==> config.mk <==
export PLATFORM = sky130hd
export DESIGN_NAME = vx_credit_sender_flat
export DESIGN_NICKNAME = d
export VERILOG_FILES = /design/src/rtl/vx_credit_sender_if.sv /design/src/rtl/vx_credit_sender.sv /design/src/flat_wrapper.sv
export SDC_FILE = /design/constraint.sdc
export NUM_CORES = 1
export LEC_CHECK = 0
export BUFFER_PORTS_ARGS = -buffer_cell sky130_fd_sc_hd__buf_4
export CAP_MARGIN = 15
export CORE_AREA = 2 2 39 41
export CTS_BUF_LIST = sky130_fd_sc_hd__clkbuf_4
export DETAILED_ROUTE_END_ITERATION = 8
export DIE_AREA = 0 0 41 43
export PLACE_DENSITY = 0.51
export RECOVER_POWER = 25
export SETUP_SLACK_MARGIN = 0.15
export SKIP_CTS_REPAIR_TIMING = 1
export SLEW_MARGIN = 40
export SYNTH_ARGS = -nofsm -noshare
export SYNTH_HDL_FRONTEND = slang
export SYNTH_SLANG_ARGS = --single-unit
export TNS_END_PERCENT = 30
==> constraint.sdc <==
create_clock -name clk -period 5 [get_ports clk]
set_input_delay 0.25 -clock clk [delete_from_list [all_inputs] [get_ports clk]]
set_output_delay 0.25 -clock clk [all_outputs]
set_load 0.1 [all_outputs]
==> src/rtl/vx_credit_sender_if.sv <==
// vx_credit_sender_if: upstream valid/ready handshake plus the credit-controlled link.
interface vx_credit_sender_if #(
    parameter int DATAW = 1
);
    logic             valid_in;
    logic             ready_in;
    logic [DATAW-1:0] data_in;
    logic             valid_out;
    logic [DATAW-1:0] data_out;
    logic             credit_in;
    modport master (output valid_in, data_in, credit_in, input ready_in, valid_out, data_out);
    modport slave (input valid_in, data_in, credit_in, output ready_in, valid_out, data_out);
endinterface

==> src/rtl/vx_credit_sender.sv <==
// vx_credit_sender: credit-based flow-control sender with optional registered link output.
module vx_credit_sender #(
    parameter int DATAW   = 1,
    parameter int CREDITS = 4,
    parameter int OUT_REG = 1,
    localparam int CNTW   = $clog2(CREDITS + 1)
) (
    input  logic              clk,
    input  logic              reset,
    vx_credit_sender_if.slave bus,
    output logic [CNTW-1:0]   credits,
    output logic              idle,
    output logic              credit_err
);
    logic            send;
    logic            full;
    logic            overflow;
    logic [CNTW-1:0] credits_n;
    assign full         = credits == CNTW'(CREDITS);
    assign bus.ready_in = credits != '0;
    assign send         = bus.valid_in && bus.ready_in;
    // A credit returned with nothing outstanding is an error; the count saturates.
    assign overflow     = bus.credit_in && !send && full;
    assign credits_n    = overflow ? credits : credits - CNTW'(send) + CNTW'(bus.credit_in);
    always_ff @(posedge clk or negedge reset) begin
        if (!reset) begin
            credits    <= CNTW'(CREDITS);
            credit_err <= 1'b0;
        end else begin
            credits    <= credits_n;
            credit_err <= credit_err | overflow;
        end
    end
    generate
        if (OUT_REG != 0) begin : g_reg
            logic             valid_r;
            logic [DATAW-1:0] data_r;
            always_ff @(posedge clk or negedge reset) begin
                if (!reset) begin
                    valid_r <= 1'b0;
                    data_r  <= '0;
                end else begin
                    valid_r <= send;
                    if (send) data_r <= bus.data_in;
                end
            end
            assign bus.valid_out = valid_r;
            assign bus.data_out  = data_r;
            assign idle          = full && !valid_r;
        end else begin : g_comb
            // Gated by reset so the link stays quiet while reset is held.
            assign bus.valid_out = send && reset;
            assign bus.data_out  = reset ? bus.data_in : '0;
            assign idle          = full;
        end
    endgenerate
endmodule
==> src/flat_wrapper.sv <==
// flat-port wrapper written by rule: the top's interface ports become plain ports
module vx_credit_sender_flat 
#(
    parameter int DATAW   = 1,
    parameter int CREDITS = 4,
    parameter int OUT_REG = 1,
    localparam int CNTW   = $clog2(CREDITS + 1)
)
  (clk, reset, credits, idle, credit_err, bus_valid_in, bus_data_in, bus_credit_in, bus_ready_in, bus_valid_out, bus_data_out);
  vx_credit_sender_if #(.DATAW(DATAW)) bus_i ();
  input  logic clk;
  input  logic reset;
  output logic [CNTW-1:0] credits;
  output logic idle;
  output logic credit_err;
  input wire logic [$bits(bus_i.valid_in)-1:0] bus_valid_in;
  input wire logic [$bits(bus_i.data_in)-1:0] bus_data_in;
  input wire logic [$bits(bus_i.credit_in)-1:0] bus_credit_in;
  output wire logic [$bits(bus_i.ready_in)-1:0] bus_ready_in;
  output wire logic [$bits(bus_i.valid_out)-1:0] bus_valid_out;
  output wire logic [$bits(bus_i.data_out)-1:0] bus_data_out;
  assign bus_i.valid_in = bus_valid_in;
  assign bus_i.data_in = bus_data_in;
  assign bus_i.credit_in = bus_credit_in;
  assign bus_ready_in = bus_i.ready_in;
  assign bus_valid_out = bus_i.valid_out;
  assign bus_data_out = bus_i.data_out;
  vx_credit_sender #(.DATAW(DATAW), .CREDITS(CREDITS), .OUT_REG(OUT_REG)) u_core (.clk(clk), .reset(reset), .bus(bus_i), .credits(credits), .idle(idle), .credit_err(credit_err));
endmodule
Word level (Yosys, flattened, before mapping) --
Index checks and enable logic that the tools add are counted.
Word-level totals: output and inout bits 8, input port bits 5, register bits 6, word-level logic and storage cells 15
Cells by class: reduce and logical (&&, ||, !) cells 7, bitwise logic cells 1, $add $sub $neg 2, equal/unequal tests 1
Operators with widths (number):
- $logic_and 1x1->1 | 4
- $add 3x1->3 | 1
- $eq 3x3->1 const B | 1
- $reduce_bool 3->1 | 1
- $sub 3x1->3 | 1
- $logic_not 1->1 | 2
- $or 1x1->1 | 1

Logic depth before layout (Yosys ltp) --
word-level depth 6, depth in mapped cells 9, gate-level depth less buffers 9

Worst setup path after synthesis --
No wires, ideal clock.
path type register to output, from register u_core.credits[1], to output port idle, path slack 0.680 ns, buffers on the path 0, data required time 4.750 ns, cell stages (with the launch flop) 2, arrival time 4.070 ns, path through dfrtp_1 -> nor4b_1
On the way: cells in the longest elaborated chain, start to end 2
RTL lines:
- start, declared | RTL line vx_credit_sender.sv:11 | output logic [CNTW-1:0] credits,
- start signal, assigned | RTL line vx_credit_sender.sv:27 | credits <= CNTW'(CREDITS);
- start signal, assigned | RTL line vx_credit_sender.sv:30 | credits <= credits_n;
- $eq 3x3->1 | RTL line vx_credit_sender.sv:19 | assign full = credits == CNTW'(CREDITS);
- $logic_and 1x1->1 | RTL line vx_credit_sender.sv:49 | assign idle = full && !valid_r;
- end, declared | RTL line flat_wrapper.sv:14 | output logic idle;
Every way passes these cells.

Worst setup path after layout --
from register u_core.credits[1], to register u_core.credits[2]
On the way: cells in the longest elaborated chain, start to end 5, elaborated cells on any way between the ends 8, those cells by class 2 x add/sub; 1 x eq/ne; 5 x reduce/logical
RTL lines:
- $reduce_bool 3->1 * | RTL line vx_credit_sender.sv:20 | assign bus.ready_in = credits != '0;
- $logic_and 1x1->1 * | RTL line vx_credit_sender.sv:21 | assign send = bus.valid_in && bus.ready_in;
- net u_core.send | RTL line vx_credit_sender.sv:15 | logic send;
- branches (longest 3 deep; another with $sub 3x1->3)
Mark *: on every way through the listed nets, which the timed path passes. A chain may end at the register's enable or synchronous reset.

==> results.md <==
- First-pass iteration count of the detailed router: 1
- Clock Pin Slew Worst Setup and Hold Paths: 50 ps
- Core area: 1380 um2
- Register area share after synthesis: 0.482
- Critical path type: register to register
- Setup TNS: 0 ps
- Post-Syn Nets: 34
- Synth Instances: 26
- Final ANT Viol Nets: 0
- R2R Path Start: u_core.credits[1]$_DFFE_PN0N_
- Initial antenna violation count: 0
- Total Wirelength: around 610 um
- First-pass GRT wire length: 938 um
- Antenna Cells: 0
- Final Setup Violations: 0
- All-Layer GR Usage: 0.0851
- Async S/R FF share, synth: 1.00
- Max stage delay cell, worst path: dfrtp_1
- Worst path cell trace: or3_4 -> and2_4 -> ha_1 -> inv_1 -> ha_1 -> inv_1 -> fa_1 -> xnor2_1 -> o22ai_1
- Post-layout nets: 52
- Clock Skews: 5.32 ps
- CP startpoint: u_core.credits[1]$_DFFE_PN0N_
- I/O Pins: 13
- Longest Clk Path Bufs: 2
- Fin crit share: 0.466
- Fin. max-slew vios: 0
- Via-to-Cell Ratio: 3.98
- Area growth syn-to-layout: 46.6%
- Predominant post-synthesis flop cell: dfrtp_1
- RR Endpoint: u_core.credits[2]$_DFFE_PN1N_
- Die width: 41 um
- Clk_lat worst skew: 240 ps
- Reg2Reg Setup Slack: 2670 ps
- Post-synth EDFFs: 0
- Min cycle time layout: around 2300 ps
- RSZ-0062 raised after global routing: no
- Starting DRT DRC Count: 0
- Layout cells sized above 1: 0.442
- R2R cell count: 9
- Routed length per instance: 10.3 um
- RD Place Congestion: ~0.63
- Cell family with most CP delay: adder cells
- Flip-flop and latch area: between 150 and 200 um2
- Class of the worst hold path: primary input to register
- Warnings, synthesis: 0
- Clock sinks: 6
- DP HPWL: 477 um
- Largest net degree at the start of global routing: 8
- Arr. time, crit path: around 2500 ps
- Seq cells post-synth: 6
- Port bufs: 12
- CP bufs+invs: 2
- CTS tree: yes
- Synth cell types: 17
- Number of global-route vias before repair: 234
- Number of cells on the critical path: 9
- Crit path to: u_core.credits[2]$_DFFE_PN1N_
- Vias: 235
- CP Capture Type: register
- Worst Tran Pin Value: between 300 and 400 ps
- Crit Path Max Fanout: 7
- Rel. slew slack: 0.770
- Startpoint types: register
- H-tree levels: 1
- Worst endpoint required time: roughly 5200 ps
- Syn Std Cell Area: 314 um2
- Total CTS buffers: 3
- Area occupied by multi-input gates: 148 um2
- Die Y: 43 um
- MaxCap Viol Count: 0
- Maximum clock frequency: 0.429 GHz
- Starting density of the core: 0.227
- Die area: 1760 um2
- Slowest cell delay on critical path: roughly 460 ps
- # fillers: 152
- Gr ovfl total: 0
- Final Hold Viols: 0
- CTS root buf: clkbuf_4
- # rows: 14
- Outcome: complete, no violations
- Syn Area/Cell: between 10 and 15 um2
- Residual DRC: 0
## cell usage after synthesis (2+ instances only)
master | instances | area, um2
inv_1 | 4 | 15.0
ha_1 | 2 | 25.0
nor3b_1 | 2 | 15.0
dfrtp_1 | 5 | 125
## cells in the final DEF, fill, tap and decap left out
master	instances
nor3b_1	2
clkbuf_1	1
fa_1	1
ha_1	2
buf_4	11
o22ai_1	1
inv_1	4
and2_1	1
clkbuf_4	4
nand3_1	1
dfrtp_1	5
mux2_4	1
dfstp_2	1
or3_4	1
and2_4	1
o21ai_0	1
nand2b_1	1
nor4b_1	1
a31oi_1	1
xnor2_1	1
dlygate4sd3_1	1
## registers in the layout, indices dropped and copies added (netlist names)
signal and count:
u_core.credit_err 1, u_core.bus.data_out 1, u_core.bus.valid_out 1, u_core.credits 3
## final cells by class
| cell class | count | share of cell area |
|---|---|---|
| flip-flops and latches | 6 | 0.329 |
| multi-input cells | 16 | 0.321 |
| repair buffers | 13 | 0.209 |
| clock buffers | 4 | 0.0652 |
| well taps | 16 | 0.0435 |
| inverters | 4 | 0.0326 |
## routing by layer
layer | share of wire | wire length, um | track usage | vias to the layer above
li1 | - | - | - | 124
met1 | 0.48 | 290 | 0.0993 | 104
met2 | 0.45 | 275 | 0.113 | 7
met3 | 0.064 | 39 | 0.0314 | 0
met4 | 0 | 0 | 0.0800 | 0
met5 | 0 | 0 | 0 | -
## worst min path at each step
stage,start,end,slack (ps),cells past startpoint
floorplan,reset,u_core.bus.data_out$_DFFE_PN0P_,-50,0
global placement,reset,u_core.bus.valid_out$_DFF_PN0_,60,1
detailed placement,reset,u_core.bus.data_out$_DFFE_PN0P_,60,1
CTS,reset,u_core.bus.valid_out$_DFF_PN0_,-210,1
global route,bus_data_in,u_core.bus.data_out$_DFFE_PN0P_,220,2
finish,bus_data_in,u_core.bus.data_out$_DFFE_PN0P_,240,2
## metrics by stage
stage | hold WS [ps] | setup slack [ps] | std cells | util | instance area [um2]
after floorplan | -45.6 | 680 | 26 | - | 314
after global placement | 60.3 | 2680 | 54 | 0.307 | 424
after detailed placement | 61.5 | 2650 | 54 | 0.307 | 424
after CTS | -211 | 2650 | 58 | 0.328 | 454
after global routing | 224 | 2520 | 59 | 0.333 | 460
final | 240 | 2670 | 59 | 0.333 | 460
## kinds of logic (layout without fill, tap and decap cells)
| group | count (synthesis) | in the layout | synth area share |
|---|---|---|---|
| XOR/XNOR | 1 | 1 | 0.0279 |
| multiplexers | 1 | 1 | 0.0478 |
| adder cells (fa/ha/maj) | 3 | 3 | 0.143 |
| AO/OA/AOI/OAI | 3 | 3 | 0.0558 |
| flip-flops | 6 | 6 | 0.482 |
| buffers and inverters | 4 | 21 | 0.0478 |
| AND/OR/NAND/NOR | 8 | 8 | 0.195 |
Power is not shown: default switching activity piles up to over one toggle a cycle in this logic, so the estimate is an artifact.
